File: config.mk
export PLATFORM = sky130hd
export DESIGN_NAME = fpu_fma_sp_flat
export DESIGN_NICKNAME = d
export VERILOG_FILES = /design/src/rtl/fpu_fma_sp_if.sv /design/src/rtl/fpu_fma_sp.sv /design/src/flat_wrapper.sv
export SDC_FILE = /design/constraint.sdc
export NUM_CORES = 2
export LEC_CHECK = 0
export CORE_MARGIN = 8
export CORE_UTILIZATION = 65
export DETAILED_ROUTE_END_ITERATION = 8
export PLACE_DENSITY = 0.82
export SETUP_SLACK_MARGIN = 0.3
export SLEW_MARGIN = 20
export SYNTH_ARGS = -nofsm -noshare
export SYNTH_HDL_FRONTEND = slang
export SYNTH_SLANG_ARGS = --single-unit
File: constraint.sdc
create_clock -name clk -period 31.1 [get_ports clk]
set_input_delay 6.22 -clock clk [delete_from_list [all_inputs] [get_ports clk]]
set_output_delay 6.22 -clock clk [all_outputs]
set_load 0.02 [all_outputs]
File: src/rtl/fpu_fma_sp_if.sv
// Serial operand/result bus of the single-precision FMA responder.
// master drives operands, slave returns the result.
interface fpu_fma_sp_if;
    logic        start;
    logic [31:0] float_in;
    logic [31:0] float_out;
    logic        ready;
    logic        error;

    modport master (
        output start, float_in,
        input  float_out, ready, error
    );

    modport slave (
        input  start, float_in,
        output float_out, ready, error
    );
endinterface

File: src/rtl/fpu_fma_sp.sv
// Single-precision fused multiply-add y = a*b + c, one rounding (RNE, FTZ).
// Operands arrive serially after start; result pulses ready 7 cycles later.
module fpu_fma_sp #(
    parameter int          FLOAT_WIDTH = 32,
    parameter logic [31:0] CANON_NAN   = 32'h7FC0_0000
) (
    input  logic        clk,
    input  logic        rst,
    fpu_fma_sp_if.slave bus
);
    localparam int AW = 76;

    localparam logic [2:0] IDLE   = 3'd0;
    localparam logic [2:0] LOAD_B = 3'd1;
    localparam logic [2:0] LOAD_C = 3'd2;
    localparam logic [2:0] MUL    = 3'd3;
    localparam logic [2:0] ALIGN  = 3'd4;
    localparam logic [2:0] ADD    = 3'd5;
    localparam logic [2:0] NORM   = 3'd6;
    localparam logic [2:0] ROUND  = 3'd7;

    logic [2:0]             state;
    logic [FLOAT_WIDTH-1:0] a_q, b_q, c_q;
    logic                   spec_q, spec_err_q;
    logic [31:0]            spec_val_q;
    logic                   sp_q, sc_q, czero_q;
    logic signed [10:0]     pe_q, e_q, ne_q;
    logic [47:0]            pm_q;
    logic [7:0]             ec_q;
    logic [23:0]            mc_q;
    logic [AW-1:0]          x_q, y_q, sum_q, nm_q;
    logic                   rs_q;
    logic [31:0]            out_q;
    logic                   rdy_q, err_q;

    assign bus.float_out = out_q;
    assign bus.ready     = rdy_q;
    assign bus.error     = err_q;

    function automatic logic [AW-1:0] rsj(input logic [AW-1:0] v, input logic [10:0] sh);
        logic [AW-1:0] m;
        if (sh >= 11'(AW)) return {{(AW-1){1'b0}}, |v};
        m = ~({AW{1'b1}} << sh);
        return (v >> sh) | {{(AW-1){1'b0}}, |(v & m)};
    endfunction

    function automatic logic [6:0] lzc(input logic [AW-1:0] v);
        logic [6:0] n;
        n = 7'(AW);
        for (int i = 0; i < AW; i++)
            if (v[i]) n = 7'(AW - 1 - i);
        return n;
    endfunction

    // MUL: classify operands, resolve special results, form the product
    logic [7:0]         ea, eb, ec;
    logic               a_zero, b_zero, c_zero, a_inf, b_inf, c_inf;
    logic               a_nan, b_nan, c_nan, p_sign, p_inf, p_zero;
    logic               spec_d, spec_err_d;
    logic [31:0]        spec_val_d;
    logic [47:0]        pm_d;
    logic signed [10:0] pe_d;

    assign ea     = a_q[30:23];
    assign eb     = b_q[30:23];
    assign ec     = c_q[30:23];
    assign a_zero = ea == 8'h00;
    assign b_zero = eb == 8'h00;
    assign c_zero = ec == 8'h00;
    assign a_inf  = ea == 8'hFF && a_q[22:0] == 23'h0;
    assign b_inf  = eb == 8'hFF && b_q[22:0] == 23'h0;
    assign c_inf  = ec == 8'hFF && c_q[22:0] == 23'h0;
    assign a_nan  = ea == 8'hFF && a_q[22:0] != 23'h0;
    assign b_nan  = eb == 8'hFF && b_q[22:0] != 23'h0;
    assign c_nan  = ec == 8'hFF && c_q[22:0] != 23'h0;
    assign p_sign = a_q[31] ^ b_q[31];
    assign p_inf  = a_inf | b_inf;
    assign p_zero = a_zero | b_zero;
    assign pm_d   = 48'({1'b1, a_q[22:0]}) * 48'({1'b1, b_q[22:0]});
    assign pe_d   = $signed({3'b0, ea}) + $signed({3'b0, eb}) - 11'sd127;

    always_comb begin
        spec_d     = 1'b1;
        spec_err_d = 1'b0;
        spec_val_d = CANON_NAN;
        if (a_nan | b_nan | c_nan) begin
            spec_err_d = 1'b0;
        end else if ((a_inf & b_zero) | (b_inf & a_zero)) begin
            spec_err_d = 1'b1;
        end else if (p_inf & c_inf & (p_sign != c_q[31])) begin
            spec_err_d = 1'b1;
        end else if (p_inf) begin
            spec_val_d = {p_sign, 8'hFF, 23'h0};
        end else if (c_inf) begin
            spec_val_d = {c_q[31], 8'hFF, 23'h0};
        end else if (p_zero & c_zero) begin
            spec_val_d = {p_sign & c_q[31], 31'h0};
        end else if (p_zero) begin
            spec_val_d = c_q;
        end else begin
            spec_d = 1'b0;
        end
    end

    // ALIGN: binary point of the accumulator sits at bit 72
    logic [AW-1:0]      px, cx, ax_d, ay_d;
    logic signed [10:0] d, ae_d;

    always_comb begin
        px   = {2'b0, pm_q, 26'b0};
        cx   = {3'b0, mc_q, 49'b0};
        d    = pe_q - $signed({3'b0, ec_q});
        ax_d = px;
        ay_d = cx;
        ae_d = pe_q;
        if (czero_q) begin
            ay_d = '0;
        end else if (d >= 0) begin
            ay_d = rsj(cx, d);
        end else begin
            ax_d = rsj(px, -d);
            ae_d = $signed({3'b0, ec_q});
        end
    end

    logic [AW-1:0] sum_d;
    logic          rs_d;

    always_comb begin
        sum_d = x_q + y_q;
        rs_d  = sp_q;
        if (sp_q ^ sc_q) begin
            if (x_q >= y_q) begin
                sum_d = x_q - y_q;
            end else begin
                sum_d = y_q - x_q;
                rs_d  = sc_q;
            end
        end
    end

    logic [6:0]         lz;
    logic [AW-1:0]      nm_d;
    logic signed [10:0] ne_d;

    assign lz   = lzc(sum_q);
    assign nm_d = sum_q << lz;
    assign ne_d = e_q + 11'sd3 - $signed({4'b0, lz});

    // ROUND: nm_q[75] is the hidden bit, clear only for an exact zero sum
    logic [22:0]        frac;
    logic               g, st;
    logic [23:0]        m24;
    logic signed [10:0] re;
    logic [31:0]        res_d;
    logic               err_d;

    assign frac = nm_q[74:52];
    assign g    = nm_q[51];
    assign st   = |nm_q[50:0];
    assign m24  = {1'b0, frac} + {23'b0, g & (st | frac[0])};
    assign re   = ne_q + $signed({10'b0, m24[23]});

    always_comb begin
        res_d = {rs_q, re[7:0], m24[22:0]};
        err_d = 1'b0;
        if (spec_q) begin
            res_d = spec_val_q;
            err_d = spec_err_q;
        end else if (!nm_q[75]) begin
            res_d = 32'h0;
        end else if (re >= 11'sd255) begin
            res_d = {rs_q, 8'hFF, 23'h0};
            err_d = 1'b1;
        end else if (re <= 11'sd0) begin
            res_d = {rs_q, 31'h0};
        end
    end

    always_ff @(posedge clk or posedge rst) begin
        if (rst) begin
            state      <= IDLE;
            a_q        <= '0;
            b_q        <= '0;
            c_q        <= '0;
            spec_q     <= 1'b0;
            spec_err_q <= 1'b0;
            spec_val_q <= '0;
            sp_q       <= 1'b0;
            sc_q       <= 1'b0;
            czero_q    <= 1'b0;
            pe_q       <= '0;
            e_q        <= '0;
            ne_q       <= '0;
            pm_q       <= '0;
            ec_q       <= '0;
            mc_q       <= '0;
            x_q        <= '0;
            y_q        <= '0;
            sum_q      <= '0;
            nm_q       <= '0;
            rs_q       <= 1'b0;
            out_q      <= '0;
            rdy_q      <= 1'b0;
            err_q      <= 1'b0;
        end else begin
            rdy_q <= 1'b0;
            unique case (state)
                IDLE: begin
                    if (bus.start) begin
                        a_q   <= bus.float_in;
                        state <= LOAD_B;
                    end
                end
                LOAD_B: begin
                    b_q   <= bus.float_in;
                    state <= LOAD_C;
                end
                LOAD_C: begin
                    c_q   <= bus.float_in;
                    state <= MUL;
                end
                MUL: begin
                    spec_q     <= spec_d;
                    spec_err_q <= spec_err_d;
                    spec_val_q <= spec_val_d;
                    sp_q       <= p_sign;
                    sc_q       <= c_q[31];
                    czero_q    <= c_zero;
                    pe_q       <= pe_d;
                    pm_q       <= pm_d;
                    ec_q       <= ec;
                    mc_q       <= {1'b1, c_q[22:0]};
                    state      <= ALIGN;
                end
                ALIGN: begin
                    x_q   <= ax_d;
                    y_q   <= ay_d;
                    e_q   <= ae_d;
                    state <= ADD;
                end
                ADD: begin
                    sum_q <= sum_d;
                    rs_q  <= rs_d;
                    state <= NORM;
                end
                NORM: begin
                    nm_q  <= nm_d;
                    ne_q  <= ne_d;
                    state <= ROUND;
                end
                ROUND: begin
                    out_q <= res_d;
                    err_q <= err_d;
                    rdy_q <= 1'b1;
                    state <= IDLE;
                end
            endcase
        end
    end
endmodule

File: src/flat_wrapper.sv
// flat-port wrapper written by rule: the top's interface ports become plain ports
module fpu_fma_sp_flat 
#(
    parameter int          FLOAT_WIDTH = 32,
    parameter logic [31:0] CANON_NAN   = 32'h7FC0_0000
)
  (clk, rst, bus_start, bus_float_in, bus_float_out, bus_ready, bus_error);
  fpu_fma_sp_if bus_i ();
  input  logic clk;
  input  logic rst;
  input wire logic [$bits(bus_i.start)-1:0] bus_start;
  input wire logic [$bits(bus_i.float_in)-1:0] bus_float_in;
  output wire logic [$bits(bus_i.float_out)-1:0] bus_float_out;
  output wire logic [$bits(bus_i.ready)-1:0] bus_ready;
  output wire logic [$bits(bus_i.error)-1:0] bus_error;
  assign bus_i.start = bus_start;
  assign bus_i.float_in = bus_float_in;
  assign bus_float_out = bus_i.float_out;
  assign bus_ready = bus_i.ready;
  assign bus_error = bus_i.error;
  fpu_fma_sp #(.FLOAT_WIDTH(FLOAT_WIDTH), .CANON_NAN(CANON_NAN)) u_core (.clk(clk), .rst(rst), .bus(bus_i));
endmodule
Yosys cells after proc, flatten, opt, wreduce, memory -nomap -nowiden
Index checks and enable logic that the tools add are counted.
{"block": "totals", "output_inout_bits": 34, "wordCells": 225, "regBits": 588, "inputBits": 35}
{"block": "classes", "n_eq_ne": 12, "n_reduce_logical": 22, "n_lt_le_gt_ge": 6, "mux": 123, "multipliers": 1, "n_addsub": 11, "bitwise": 21, "shifts": 5}
{"op": "2-to-1 mux 76 bit", "count": 10}
{"op": "2-to-1 mux 7 bit", "count": 64}
{"op": "2-to-1 mux 32 bit", "count": 9}
{"op": "NOT 76 bit", "count": 2}
{"op": "bitwise OR 76 x 1 -> 76 bit", "count": 2}
{"op": "OR reduction 76 bit", "count": 2}
{"op": "<< shifter 76 x 11 -> 76 bit, first input constant", "count": 2}
{"op": "subtractor 76 bit", "count": 2}
{"op": "adder 76 bit", "count": 1}
{"op": "bitwise AND 73 x 76 -> 76 bit", "count": 1}
{"op": "bitwise AND 74 x 76 -> 76 bit", "count": 1}
{"op": "greater-or-equal comparator 76 bit", "count": 1}
{"op": "<< shifter 76 x 7 -> 76 bit", "count": 1}
{"op": "right shift 73 x 11 -> 76 bit", "count": 1}
{"op": "right shift 74 x 11 -> 76 bit", "count": 1}
{"op": "zero test 23 bit", "count": 3}
{"op": "nonzero test 23 bit", "count": 3}
{"op": "2-to-1 mux 31 bit", "count": 2}
{"op": "OR reduction 51 bit", "count": 1}
{"op": "multiplier 24 x 24 -> 48 bit", "count": 1}
{"op": "OR reduction 48 bit", "count": 1}
{"op": "2-to-1 mux 4 bit", "count": 8}
{"op": "adder 23 x 1 -> 24 bit", "count": 1}
{"op": "== test 8 bit, second input constant", "count": 3}
{"op": "28 further kinds", "count": 78}

Depth between registers and ports, before layout
{"block": "logic_depth", "ltp_word": 77, "mapped_depth": 28}

Least setup slack after synthesis
OpenSTA, ideal clock, no wires.
{"block": "synth_timing", "kind": "reg2reg", "startpoint": "reg u_core.b_q[3]", "endpoint": "reg u_core.pm_q[43]", "t_arrival_ps": 7129, "setup_time_ps": 135, "setup_slack_ps": 23836, "stages_incl_launch_ff": 26, "required_ps": 30965, "period_less_slack_ps": 7264, "path_cell_list": "dfrtp_1 clkbuf_1 clkbuf_1 nand2_1 fa_1 inv_1 fa_1 fa_1 inv_1 fa_1 fa_1 inv_1 fa_1 fa_1 ha_1 a21o_1 a2111o_1 nor4_1 o41ai_1 o21ba_2 a211o_1 a211o_1 a21oi_1 o21bai_1 a211oi_1 o31ai_1"}
{"block": "synth_between", "elab_chain_cells": 1}
{"item": "start, declared", "line": "fpu_fma_sp.sv:23", "source": "logic [FLOAT_WIDTH-1:0] a_q, b_q, c_q;"}
{"item": "start signal, assigned", "line": "fpu_fma_sp.sv:216", "source": "b_q <= bus.float_in;"}
{"item": "multiplier 24 x 24 -> 48 bit", "line": "fpu_fma_sp.sv:79", "source": "assign pm_d = 48'({1'b1, a_q[22:0]}) * 48'({1'b1, b_q[22:0]});"}
{"item": "end signal, assigned", "line": "fpu_fma_sp.sv:231", "source": "pm_q <= pm_d;"}
{"item": "end, declared", "line": "fpu_fma_sp.sv:28", "source": "logic [47:0] pm_q;"}
Every way passes these cells.
A chain may end at the register's enable or synchronous reset.

Worst setup path in the final report
{"block": "layout_timing", "startpoint": "reg u_core.b_q[0]", "endpoint": "reg u_core.pm_q[42]"}
The elaborated chain is that of the path after synthesis.

==> results.ini <==
[grt]
grt_max_degree=193
antenna_found_initial=25
grt_pass1_wl_um=404000
grt_pass1_vias=65400
grt-ovfl-total=0
track_usage_pct=45.3

[logic_synthesis]
ys_seq_area_share_pct=21.6
synth_cell_types=105
synth_ff_type=dfrtp_1
synthCells=8299
synth_edf_count=0
yosys_warnings=0
ys_ff_latch=583
synthArstFlopShare_pct=100
syn-cell-area_mm2=0.0675
syn_nets=9257
postSynthAreaPerCell_um2=8.14

[timing]
max_slew_margin_pct=15.2
rsz0062_at_grt=no
hold_viol=0
max_freq_mhz=118
tns_ns=0
report.final.slew_viol_count=0
period_needed_ns=8.49
report.final.setup_viol=0
skew_ns=0.0590
min_period_over_period_pct=27.3
worstMarginPinSlew_ns=1.26

[setup_path]
crit_end=u_core.pm_q[42]
reg2reg_depth=23
crit_slowest_cell=dfrtp_1
path_cells=inv_1 -> nor2_1 -> fa_1 -> fa_1 -> fa_1 -> inv_1 -> fa_1 -> fa_1 -> fa_1 -> inv_1 -> fa_1 -> ha_1 -> a2111oi_0 -> nand2_1 -> nand4_1 -> a21oi_1 -> a211oi_1 -> o21ai_0 -> o41ai_1 -> o21ai_0 -> a21oi_1 -> xor2_1 -> o21ai_0
worstSetupPathType=register to register
start_kind=register
path_max_fanout=24
regToRegStartpoint=u_core.b_q[0]
rr_endpoint=u_core.pm_q[42]
worstSetupStartpoint=u_core.b_q[0]
end_kind=register
cp_common_cell=fa_1
reg2reg_setup_slack_ns=22.61
worstPathArrival_ns=8.98
critical_path.max_stage_delay_ns=1.02
required_ns=31.59

[cts]
cts_resized=0
ctsHtreeMaxLevel=3
clock_path_buffers=3
cts_setup_buffers=0
cts-root-buf=clkbuf_16
clock-sinks=583
cts_tree=yes
clk_pin_slew_ns=0.07
cts_buffers=70
cts-hold-fix-buffers=0
clk_latency_ns=0.68

[detailed_routing]
drc=19
firstDrtPassIters=9
vias_per_cell=7.11
antenna_left=0
num_vias=67500
drt-total-wl_um=270000
drtIter0Drc=10100
wl_per_cell_um=28.4

[cells_and_area]
syn_to_final_growth_pct=5.92
final_common_cell=nand2_1
drive_above_1_share_pct=6.31
fillers=8035
mostFrequentLayoutCells=nand2_1 (1112), inv_1 (820), dfrtp_1 (581)
nNetsFinal=8998

[floorplanning]
core_mm2=0.103
io_pins=69
fp.dieW_um=338
die_area_mm2=0.114
start_util_pct=65.4
die_h_um=338
rows=118

[placement]
gp_congestion=1.06
hpwl_um=199000
io_buffers=68

[job]
maxCapViolations=0

[run_status]
violations=design-rule violations
outcome=complete, but fails checks

[worst_hold_path]
hold_class=register to register

-- final cells by class --
type / instances / area, um2 / share of cell area, %
well taps: 1380 / 1730 / 2.41
flip-flops and latches: 583 / 14600 / 20.4
inverters: 827 / 3110 / 4.35
clock buffers: 90 / 1930 / 2.69
repair buffers: 192 / 1670 / 2.34
clock inverters: 35 / 440 / 0.616
multi-input cells: 6366 / 48000 / 67.1
diodes: 18 / 45.0 / 0.0630
-- Yosys cell counts, types with 49 or more instances --
library cell | number | area, um2
a221oi_1 | 78 | 683
a21oi_1 | 546 | 2730
and2_1 | 255 | 1600
mux2i_1 | 183 | 1830
o21bai_1 | 82 | 616
mux2_2 | 125 | 1410
buf_2 | 53 | 265
o31ai_1 | 53 | 398
nand2b_1 | 49 | 307
nor4_1 | 101 | 632
nand2_1 | 1115 | 4190
a31oi_1 | 86 | 538
o21ai_0 | 533 | 2670
a22oi_1 | 53 | 398
xnor2_1 | 117 | 1020
a21o_1 | 76 | 571
nor2_1 | 551 | 2070
ha_1 | 435 | 5440
nor3_1 | 131 | 656
and3_1 | 57 | 357
fa_1 | 488 | 9770
nand3_1 | 238 | 1190
dfrtp_1 | 583 | 14600
o22ai_1 | 74 | 463
a211oi_1 | 98 | 736
inv_1 | 822 | 3090
clkbuf_1 | 420 | 1580
o211ai_1 | 98 | 736
nand4_1 | 80 | 500
-- worst max-delay path, delay by kind of cell (launching register included) --
kind / cells / cell delay [ns]
adder cells (fa/ha/maj): 8 / 3.94
AO/OA/AOI/OAI: 8 / 2.32
flip-flops: 1 / 1.02
AND/OR/NAND/NOR: 3 / 0.53
buffers and inverters: 3 / 0.33
XOR/XNOR: 1 / 0.16
-- cells by family (layout without fill, tap and decap cells) --
| logic type | count (synthesis) | count (layout) | synth area share, % |
|---|---|---|---|
| other | 0 | 18 | 0 |
| flip-flops | 583 | 583 | 21.6 |
| XOR/XNOR | 168 | 168 | 2.22 |
| buffers and inverters | 1350 | 1144 | 7.66 |
| AND/OR/NAND/NOR | 2734 | 2734 | 18.7 |
| adder cells (fa/ha/maj) | 925 | 925 | 22.6 |
| multiplexers | 351 | 351 | 6.23 |
| AO/OA/AOI/OAI | 2188 | 2188 | 21.1 |
-- state kept, by name (all words and copies together), names as in the netlist, 24 cells and up --
name                  cells
u_core.a_q               32
u_core.pm_q              48
u_core.b_q               32
u_core.nm_q              76
u_core.bus.float_out     32
u_core.c_q               32
u_core.sum_q             76
u_core.y_q               73
u_core.mc_q              24
u_core.x_q               74
u_core.spec_val_q        32
-- stage by stage --
step                      instances  util (%)  hold WS, ns  setup slack (ns)  cell area [um2]
after CTS                      9468      69.1        0.487             22.68            71400
after floorplan                8299         -        0.440              8.57            67500
after global placement         9343      66.8        0.453             22.06            69000
final                          9491      69.2        0.484             22.61            71500
after detailed placement       9343      66.8        0.457             22.00            69000
after global routing           9476      69.2        0.500             22.26            71500
-- routing by layer --
| layer | part of all wire, % | track usage [%] |
|---|---|---|
| met5 | 0.031 | 0 |
| met4 | 9.2 | 31.9 |
| met3 | 13 | 14.3 |
| met2 | 42 | 67.3 |
| met1 | 35 | 55.8 |
-- worst min path at each step --
stage / from / slack, ns / end / cells past startpoint
6_report: u_core.nm_q[19] / 0.48 / u_core.nm_q[19] / 2
5_1_grt: u_core.nm_q[23] / 0.50 / u_core.nm_q[23] / 1
4_1_cts: u_core.nm_q[20] / 0.49 / u_core.nm_q[20] / 2
3_5_place_dp: u_core.nm_q[24] / 0.46 / u_core.nm_q[24] / 2
3_3_place_gp: u_core.nm_q[24] / 0.45 / u_core.nm_q[24] / 2
2_1_floorplan: u_core.nm_q[24] / 0.44 / u_core.nm_q[24] / 2
Power is left out: the tool's default activity adds up to more than one toggle a clock period on the data nets, which glitch-free logic cannot reach.
